`src/rtl/mem_access_unit.sv`:
```
// mem_access_unit: sequences loads and byte/half/word stores onto a word-addressed
// memory. Sub-word stores are performed as read-modify-write.
`timescale 1ns/1ps
`default_nettype none

module mem_access_unit #(
   parameter int MEM_LATENCY = 1
) (
   input  logic        clk,
   input  logic        reset_n,
   input  logic        req_valid,
   output logic        req_ready,
   input  logic        req_write,
   input  logic [1:0]  req_size,
   input  logic [31:0] req_addr,
   input  logic [31:0] req_wdata,
   output logic [31:0] mem_addr,
   output logic        mem_rd,
   output logic        mem_wr,
   output logic [31:0] mem_wdata,
   input  logic [31:0] mem_rdata,
   output logic [31:0] memory_data_register_out,
   output logic        done,
   output logic        err
);

   localparam int CW = (MEM_LATENCY > 1) ? $clog2(MEM_LATENCY) : 1;

   typedef enum logic [1:0] {
      ST_IDLE   = 2'd0,
      ST_READ   = 2'd1,
      ST_WRITE  = 2'd2,
      ST_FINISH = 2'd3
   } state_t;

   state_t         state_q;
   logic           ready_q;
   logic           write_q;
   logic [1:0]     size_q;
   logic [1:0]     lane_q;
   logic [15:0]    wdata_q;
   logic [CW-1:0]  cnt_q;
   logic [31:0]    mem_addr_q;
   logic           mem_rd_q;
   logic           mem_wr_q;
   logic [31:0]    mem_wdata_q;
   logic [31:0]    mdr_q;
   logic           done_q;
   logic           err_q;

   logic           misaligned_d;
   logic [4:0]     shift_d;
   logic [31:0]    shifted_d;
   logic [31:0]    load_d;
   logic [31:0]    lane_mask_d;
   logic [31:0]    lane_data_d;
   logic [31:0]    merge_d;

   assign misaligned_d = (req_size == 2'b11) ||
                         ((req_size == 2'b01) && req_addr[0]) ||
                         ((req_size == 2'b10) && (req_addr[1:0] != 2'b00));

   assign shift_d   = {lane_q, 3'b000};
   assign shifted_d = mem_rdata >> shift_d;

   always_comb begin
      load_d = shifted_d;
      case (size_q)
         2'b00:   load_d = {24'd0, shifted_d[7:0]};
         2'b01:   load_d = {16'd0, shifted_d[15:0]};
         default: load_d = shifted_d;
      endcase
   end

   // Replicate the store data across every lane, then keep only the target lane(s).
   always_comb begin
      lane_mask_d = 32'h0000_00FF << shift_d;
      lane_data_d = {4{wdata_q[7:0]}};
      if (size_q == 2'b01) begin
         lane_mask_d = 32'h0000_FFFF << shift_d;
         lane_data_d = {2{wdata_q[15:0]}};
      end
      merge_d = (mem_rdata & ~lane_mask_d) | (lane_data_d & lane_mask_d);
   end

   always_ff @(posedge clk or negedge reset_n) begin
      if (!reset_n) begin
         state_q     <= ST_IDLE;
         ready_q     <= 1'b1;
         write_q     <= 1'b0;
         size_q      <= 2'b00;
         lane_q      <= 2'b00;
         wdata_q     <= 16'd0;
         cnt_q       <= '0;
         mem_addr_q  <= 32'd0;
         mem_rd_q    <= 1'b0;
         mem_wr_q    <= 1'b0;
         mem_wdata_q <= 32'd0;
         mdr_q       <= 32'd0;
         done_q      <= 1'b0;
         err_q       <= 1'b0;
      end else begin
         done_q <= 1'b0;
         err_q  <= 1'b0;
         case (state_q)
            ST_IDLE: begin
               if (req_valid) begin
                  ready_q    <= 1'b0;
                  write_q    <= req_write;
                  size_q     <= req_size;
                  lane_q     <= req_addr[1:0];
                  wdata_q    <= req_wdata[15:0];
                  mem_addr_q <= {req_addr[31:2], 2'b00};
                  cnt_q      <= CW'(MEM_LATENCY - 1);
                  if (misaligned_d) begin
                     state_q <= ST_FINISH;
                     done_q  <= 1'b1;
                     err_q   <= 1'b1;
                  end else if (req_write && (req_size == 2'b10)) begin
                     state_q     <= ST_WRITE;
                     mem_wr_q    <= 1'b1;
                     mem_wdata_q <= req_wdata;
                  end else begin
                     state_q  <= ST_READ;
                     mem_rd_q <= 1'b1;
                  end
               end
            end
            ST_READ: begin
               if (cnt_q == '0) begin
                  mem_rd_q <= 1'b0;
                  if (write_q) begin
                     state_q     <= ST_WRITE;
                     mem_wr_q    <= 1'b1;
                     mem_wdata_q <= merge_d;
                  end else begin
                     state_q <= ST_FINISH;
                     mdr_q   <= load_d;
                     done_q  <= 1'b1;
                  end
               end else begin
                  cnt_q <= cnt_q - CW'(1);
               end
            end
            ST_WRITE: begin
               mem_wr_q <= 1'b0;
               state_q  <= ST_FINISH;
               done_q   <= 1'b1;
            end
            default: begin
               state_q <= ST_IDLE;
               ready_q <= 1'b1;
            end
         endcase
      end
   end

   assign req_ready                = ready_q;
   assign mem_addr                 = mem_addr_q;
   assign mem_rd                   = mem_rd_q;
   assign mem_wr                   = mem_wr_q;
   assign mem_wdata                = mem_wdata_q;
   assign memory_data_register_out = mdr_q;
   assign done                     = done_q;
   assign err                      = err_q;

endmodule

`default_nettype wire
```
`config.mk`:
```
export PLATFORM = sky130hd
export DESIGN_NAME = mem_access_unit
export DESIGN_NICKNAME = d
export VERILOG_FILES = /design/src/rtl/mem_access_unit.sv
export SDC_FILE = /design/constraint.sdc
export NUM_CORES = 1
export LEC_CHECK = 0
export ABC_AREA = 1
export CAP_MARGIN = 20
export CORE_ASPECT_RATIO = 1.4
export CORE_UTILIZATION = 35
export DETAILED_ROUTE_END_ITERATION = 12
export PLACE_DENSITY = 0.78
export SKIP_LAST_GASP = 1
export SLEW_MARGIN = 5
export SYNTH_ARGS = -nofsm -noshare
export SYNTH_HDL_FRONTEND = slang
export SYNTH_SLANG_ARGS = --single-unit
```
`constraint.sdc`:
```
create_clock -name clk -period 1.55 [get_ports clk]
set_input_delay 0.2325 -clock clk [delete_from_list [all_inputs] [get_ports clk]]
set_output_delay 0.2325 -clock clk [all_outputs]
set_load 0.01 [all_outputs]
```
Word level (Yosys, flattened, before mapping)

Cells that the tools add are included.

Flip-flop bits (word level): 123
Input bits: 102
Output and inout port bits: 101
Word-level logic and storage cells: 92

$add $sub $neg: 1
Equality and inequality tests: 12
Shifts and indexed selects: 3
Mux-type cells: 36
Bitwise gates (word level): 7
Reduce and logical (&&, ||, !) cells: 19

Operators with widths:

| kind                                                                  | number |
|---|---|
| 32-bit 2-to-1 mux                                                     | 7 |
| 32-bit case mux with 2 select lines                                   | 2 |
| 32-bit bitwise AND                                                    | 2 |
| 32-bit NOT                                                            | 1 |
| 32-bit bitwise OR                                                     | 1 |
| 16-bit by 5-bit left shift with 32-bit output, first input constant   | 1 |
| 8-bit by 5-bit left shift with 32-bit output, first input constant    | 1 |
| 32-bit by 5-bit >> shifter with 32-bit output                         | 1 |
| 1-bit 2-to-1 mux                                                      | 17 |
| 2-bit inequality test, second input constant                          | 6 |
| 6-bit AND reduction                                                   | 2 |
| 2-bit 2-to-1 mux                                                      | 4 |
| 2-bit AND reduction                                                   | 4 |
| 2-bit by 1-bit equality test with 1-bit output, second input constant | 3 |
| 2-bit equality test, second input constant                            | 3 |
| 1-bit case mux with 2 select lines                                    | 3 |
| 1-bit case mux with 3 select lines                                    | 2 |
| 2-bit case mux with 3 select lines                                    | 1 |
| 5-bit AND reduction                                                   | 1 |
| 2-bit zero test                                                       | 2 |
| 2-bit nonzero test                                                    | 2 |
| 1-bit logical AND                                                     | 3 |
| 1-bit NOT                                                             | 3 |
| 3-bit AND reduction                                                   | 1 |
| 4 further kinds                                                       | 5 |

Logic depth before layout (Yosys ltp)

Depth in word-level cells: 8
Gate-level depth with buffers: 12
Mapped depth without buffers: 10

Worst setup path after synthesis

No wires, ideal clock.

Path type: register -> register
Start point: register state_q[0]
End point: register mem_wdata_q[30] (netlist: mem_wdata[30])
Setup time: 0.071 ns
Data arrival time: 1.512 ns
Data required time: 1.479 ns
Setup slack: -0.033 ns
Cell stages (with the launch flop): 13
Path buffers: 3
Clock period less this slack: 1.583 ns
Cells stage by stage: dfrtp_1 > inv_1 > ha_1 > buf_2 > nand2_2 > nand2_1 > inv_2 > nand2_4 > nor2_4 > buf_6 > buf_8 > nor2_2 > nor2_1

Longest elaborated chain between the ends: 3
Elaborated cells between the ends (all ways): 10
Classes of those cells: 6 x eq/ne; 1 x mux; 3 x reduce/logical

RTL lines:

| element                                                                           | RTL line | source |
|---|---|---|
| start, declared                                                                   | 36       | `state_t state_q;` |
| start signal, assigned                                                            | 88       | `state_q <= ST_IDLE;` |
| start signal, assigned                                                            | 116      | `state_q <= ST_FINISH;` |
| start signal, assigned                                                            | 120      | `state_q <= ST_WRITE;` |
| 2-bit by 1-bit equality test with 1-bit output or 2-bit zero test (tied branches) | 105      | `case (state_q)` |
| 2-bit inequality test (no source line) or 2-bit nonzero test (tied branches)      | -        |  |
| 6-bit AND reduction (no source line)                                              | -        |  |
| end signal, assigned                                                              | 122      | `mem_wdata_q <= req_wdata;` |
| end signal, assigned                                                              | 135      | `mem_wdata_q <= merge_d;` |
| end, declared                                                                     | 46       | `logic [31:0] mem_wdata_q;` |

Several ways; a longest one is shown, not always the timed one.
A chain may end at the register's enable or synchronous reset.

Worst setup path after layout

Start point: register state_q[1]
End point: register mem_wdata_q[21] (netlist: mem_wdata[21])

The elaborated chain is that of the path after synthesis.

==> flow_metrics.py <==
metrics = {
    "critical_path": {
        "crit_path_frequent_cell": "nor2_4",
        "reg2regPathDepth": 11,
        "reg2reg_to": "mem_wdata[21]$_DFFE_PN0P_",
        "crit_arrival_ns": 2.08,
        "worstSetupPathType": "reg2reg",
        "r2r_start": "state_q[1]$_DFFE_PN0N_",
        "crit_chain": "inv_2, ha_4, inv_1, nand2_2, nand2_4, nor2_4, buf_6, buf_12, buf_16, nor2_4, a21oi_1",
        "path_buf_inv": 5,
        "startpoint_type": "flip-flop",
        "slowest_delay_ns": 0.38,
        "critPathCaptureType": "flip-flop",
        "crit_fanout": 7,
        "cp_slowest_cell": "dfrtp_1",
        "ff2ff_setup_slack_ns": -0.21,
        "crit_family": "buffers and inverters",
        "worstPathRequired_ns": 1.87,
    },
    "placement": {
        "place_inst": 1281,
        "io_buffer_count": 200,
        "gp_congestion": 0.936,
        "hpwl_mm": 15.8,
    },
    "layout": {
        "area_growth_pct": 63.2,
        "layout-drive-gt1-share": 0.162,
        "finalNonFillerCells": 1332,
        "nNetsFinal": 1193,
        "fill_cells": 1456,
    },
    "synthesis": {
        "yosys-top-cells-count": "nand2_1, dfrtp_1, nor2_1",
        "synth_most_common_cell": "nand2_1",
        "ys_ff_latch": 122,
        "ys.flop_type": "dfrtp_1",
        "synth_warnings": 0,
        "synth_top_area_cell": "dfrtp_1",
        "synth_edf_count": 0,
        "synth_top_cell_area_share": 0.493,
        "synth_area_leaders": "dfrtp_1, nand2_1, nor2_1",
        "syn_inst": 829,
        "ys_types": 27,
        "async_flop_share": 1.00,
        "syn_area_per_cell_um2": 7.40,
        "synth_area_um2": 6140,
        "synth_seq_area_share": 0.498,
    },
    "timing": {
        "finalWorstPathRequiredPeriod_ns": 1.76,
        "rsz0062_at_grt": "true",
        "finalHoldViolations": 0,
        "finalSetupViolCount": 32,
        "skew_ns": 0.0115,
        "fin_crit_sh": 1.14,
        "hold_ws_ns": 0.326,
        "max_freq_mhz": 567,
        "drv_slew": 0,
        "setup_ws_ns": -0.213,
    },
    "status": {
        "status": "finished, violations left",
        "violations": "setup timing",
    },
    "die": {
        "fp.dieW_um": 114,
        "die_area_um2": 18100,
        "die_h_um": 159,
        "ioPinCount": 203,
        "rows": 56,
        "coreArea_um2": 17000,
        "initial_core_util": 0.362,
    },
    "global_route": {
        "grt_start_max_net_pins": 42,
        "track_usage": 0.235,
        "antenna_found_initial": 1,
        "grt_pass1_wl_mm": 32.4,
        "grt_pass1_vias": 6342,
        "grt_overflow": 0,
    },
    "pwr": {
        "vdd_ir_drop_max_mv": 0.904,
        "leakage_uw": 0.00536,
        "power_density_nw_per_um2": 2180,
    },
    "route": {
        "avgViaCountPerCell": 5.05,
        "drc": 0,
        "ant_nets": 0,
        "vias": 6726,
        "first_pass_iters": 6,
        "wirelength_mm": 23.1,
        "drtIter0Drc": 635,
        "wl_per_cell_um": 17.3,
    },
    "clock_tree": {
        "cts_max_level": 4,
        "clkTransAtPathRegs_ns": 0.06,
        "cts_tree": "yes",
        "worstSkewPairLatency_ns": 0.42,
        "cts_max_path_buffers": 2,
        "cts-root-buf": "clkbuf_16",
        "clock-sinks": 122,
        "cts_buffers": 17,
    },
    "flow_run": {
        "maxCapViolations": 0,
    },
    "hold_path": {
        "hold_path.class": "in2async",
    },
}
==> repair_timing <==
item / in CTS / in global routing
hold endpoints to repair: 30 / 0
pin swaps: 2 / 23
buffers inserted: 3 / 6
gates resized for setup: 77 / 121
setup endpoints to repair: 145 / 143
hold buffers: 1 / 0
gates cloned: 2 / 8
==> cells in the final DEF (no fill, tap or decap), drive strengths merged <==
cell,count
nand2,301
dfrtp,121
nor2,118
clkdlybuf4s50,104
o21ai,78
inv,74
buf,73
dlygate4sd2,58
dlymetal6s2s,37
nand3,33
clkbuf,31
a21oi,21
o211ai,9
a32o,8
a211oi,8
nor3,8
clkinv,7
ha,4
conb,2
clkinvlp,2
diode,1
dlygate4sd3,1
dfstp,1
==> how the worst max path moves through the flow <==
stage	startpoint	end	slack, ns	depth (start not counted)
after floorplan	state_q[0]$_DFFE_PN0N_	mem_wdata[30]$_DFFE_PN0P_	0.006	12
after global placement	req_size[0]	mem_wdata[11]$_DFFE_PN0P_	-0.17	10
after detailed placement	req_size[0]	mem_wdata[30]$_DFFE_PN0P_	-0.25	10
after CTS	state_q[1]$_DFFE_PN0N_	mem_wdata[22]$_DFFE_PN0P_	-0.08	9
after global routing	state_q[1]$_DFFE_PN0N_	mem_wdata[21]$_DFFE_PN0P_	-0.27	11
final	state_q[1]$_DFFE_PN0N_	mem_wdata[21]$_DFFE_PN0P_	-0.21	11
==> worst register-to-register path: cells and delay by family, from the launching register on <==
| family | cells | cell delay, ns |
|---|---|---|
| AO/OA/AOI/OAI | 1 | 0.17 |
| buffers and inverters | 5 | 0.60 |
| flip-flops | 1 | 0.38 |
| AND/OR/NAND/NOR | 4 | 0.31 |
| adder cells (fa/ha/maj) | 1 | 0.20 |
==> kinds of logic (layout without fill, tap and decap cells) <==
group	Yosys count	count (layout)	share of synthesized area
other	1	3	0.000611
AO/OA/AOI/OAI	124	124	0.115
AND/OR/NAND/NOR	460	460	0.298
flip-flops	122	122	0.498
adder cells (fa/ha/maj)	4	4	0.00815
buffers and inverters	118	387	0.0815
==> registers in the layout, summed over array words and instances (netlist names), 2 cells and up <==
register and count:
memory_data_register_out 32, mem_wdata 32, lane_q 2, wdata_q 16, mem_addr 30, state_q 2, size_q 2
==> cell type report <==
cell class / count / area [um^2] / area share
multi-input combinational: 590 / 2840 / 0.284
sequential: 122 / 3050 / 0.305
clock buffer: 23 / 488 / 0.0487
antenna: 1 / 2.50 / 0.000250
inverter: 75 / 307 / 0.0306
clock inverter: 8 / 45.0 / 0.00450
timing repair buffer: 281 / 2990 / 0.299
tap: 232 / 290 / 0.0290
==> power breakdown <==
group          internal [uW]  switching, uW  leakage, uW
Combinational           5720           6900      0.00360
Sequential              4730            938      0.00150
Clock                   2180           1410     0.000264
==> per-stage QoR <==
step | total power (uW) | utilization | area [um^2] | setup slack, ns | TNS [ns]
finish | 21900 | 0.591 | 10000 | -0.213 | -3.28
global route | 23200 | 0.591 | 10000 | -0.273 | -6.54
CTS | 20200 | 0.554 | 9390 | -0.0847 | -1.17
detailed placement | 16400 | 0.517 | 8770 | -0.248 | -7.80
global placement | 16100 | 0.517 | 8770 | -0.174 | -5.91
floorplan | 11200 | - | 6160 | 0.00627 | 0
==> metal layers <==
| layer | part of all wire | track usage | wire length, um |
|---|---|---|---|
| met5 | 0 | 0 | 0 |
| met1 | 0.36 | 0.272 | 8370 |
| met2 | 0.50 | 0.401 | 11500 |
| met3 | 0.078 | 0.0548 | 1800 |
| met4 | 0.059 | 0.132 | 1370 |
Note: power is estimated with default switching activity, not from simulation.
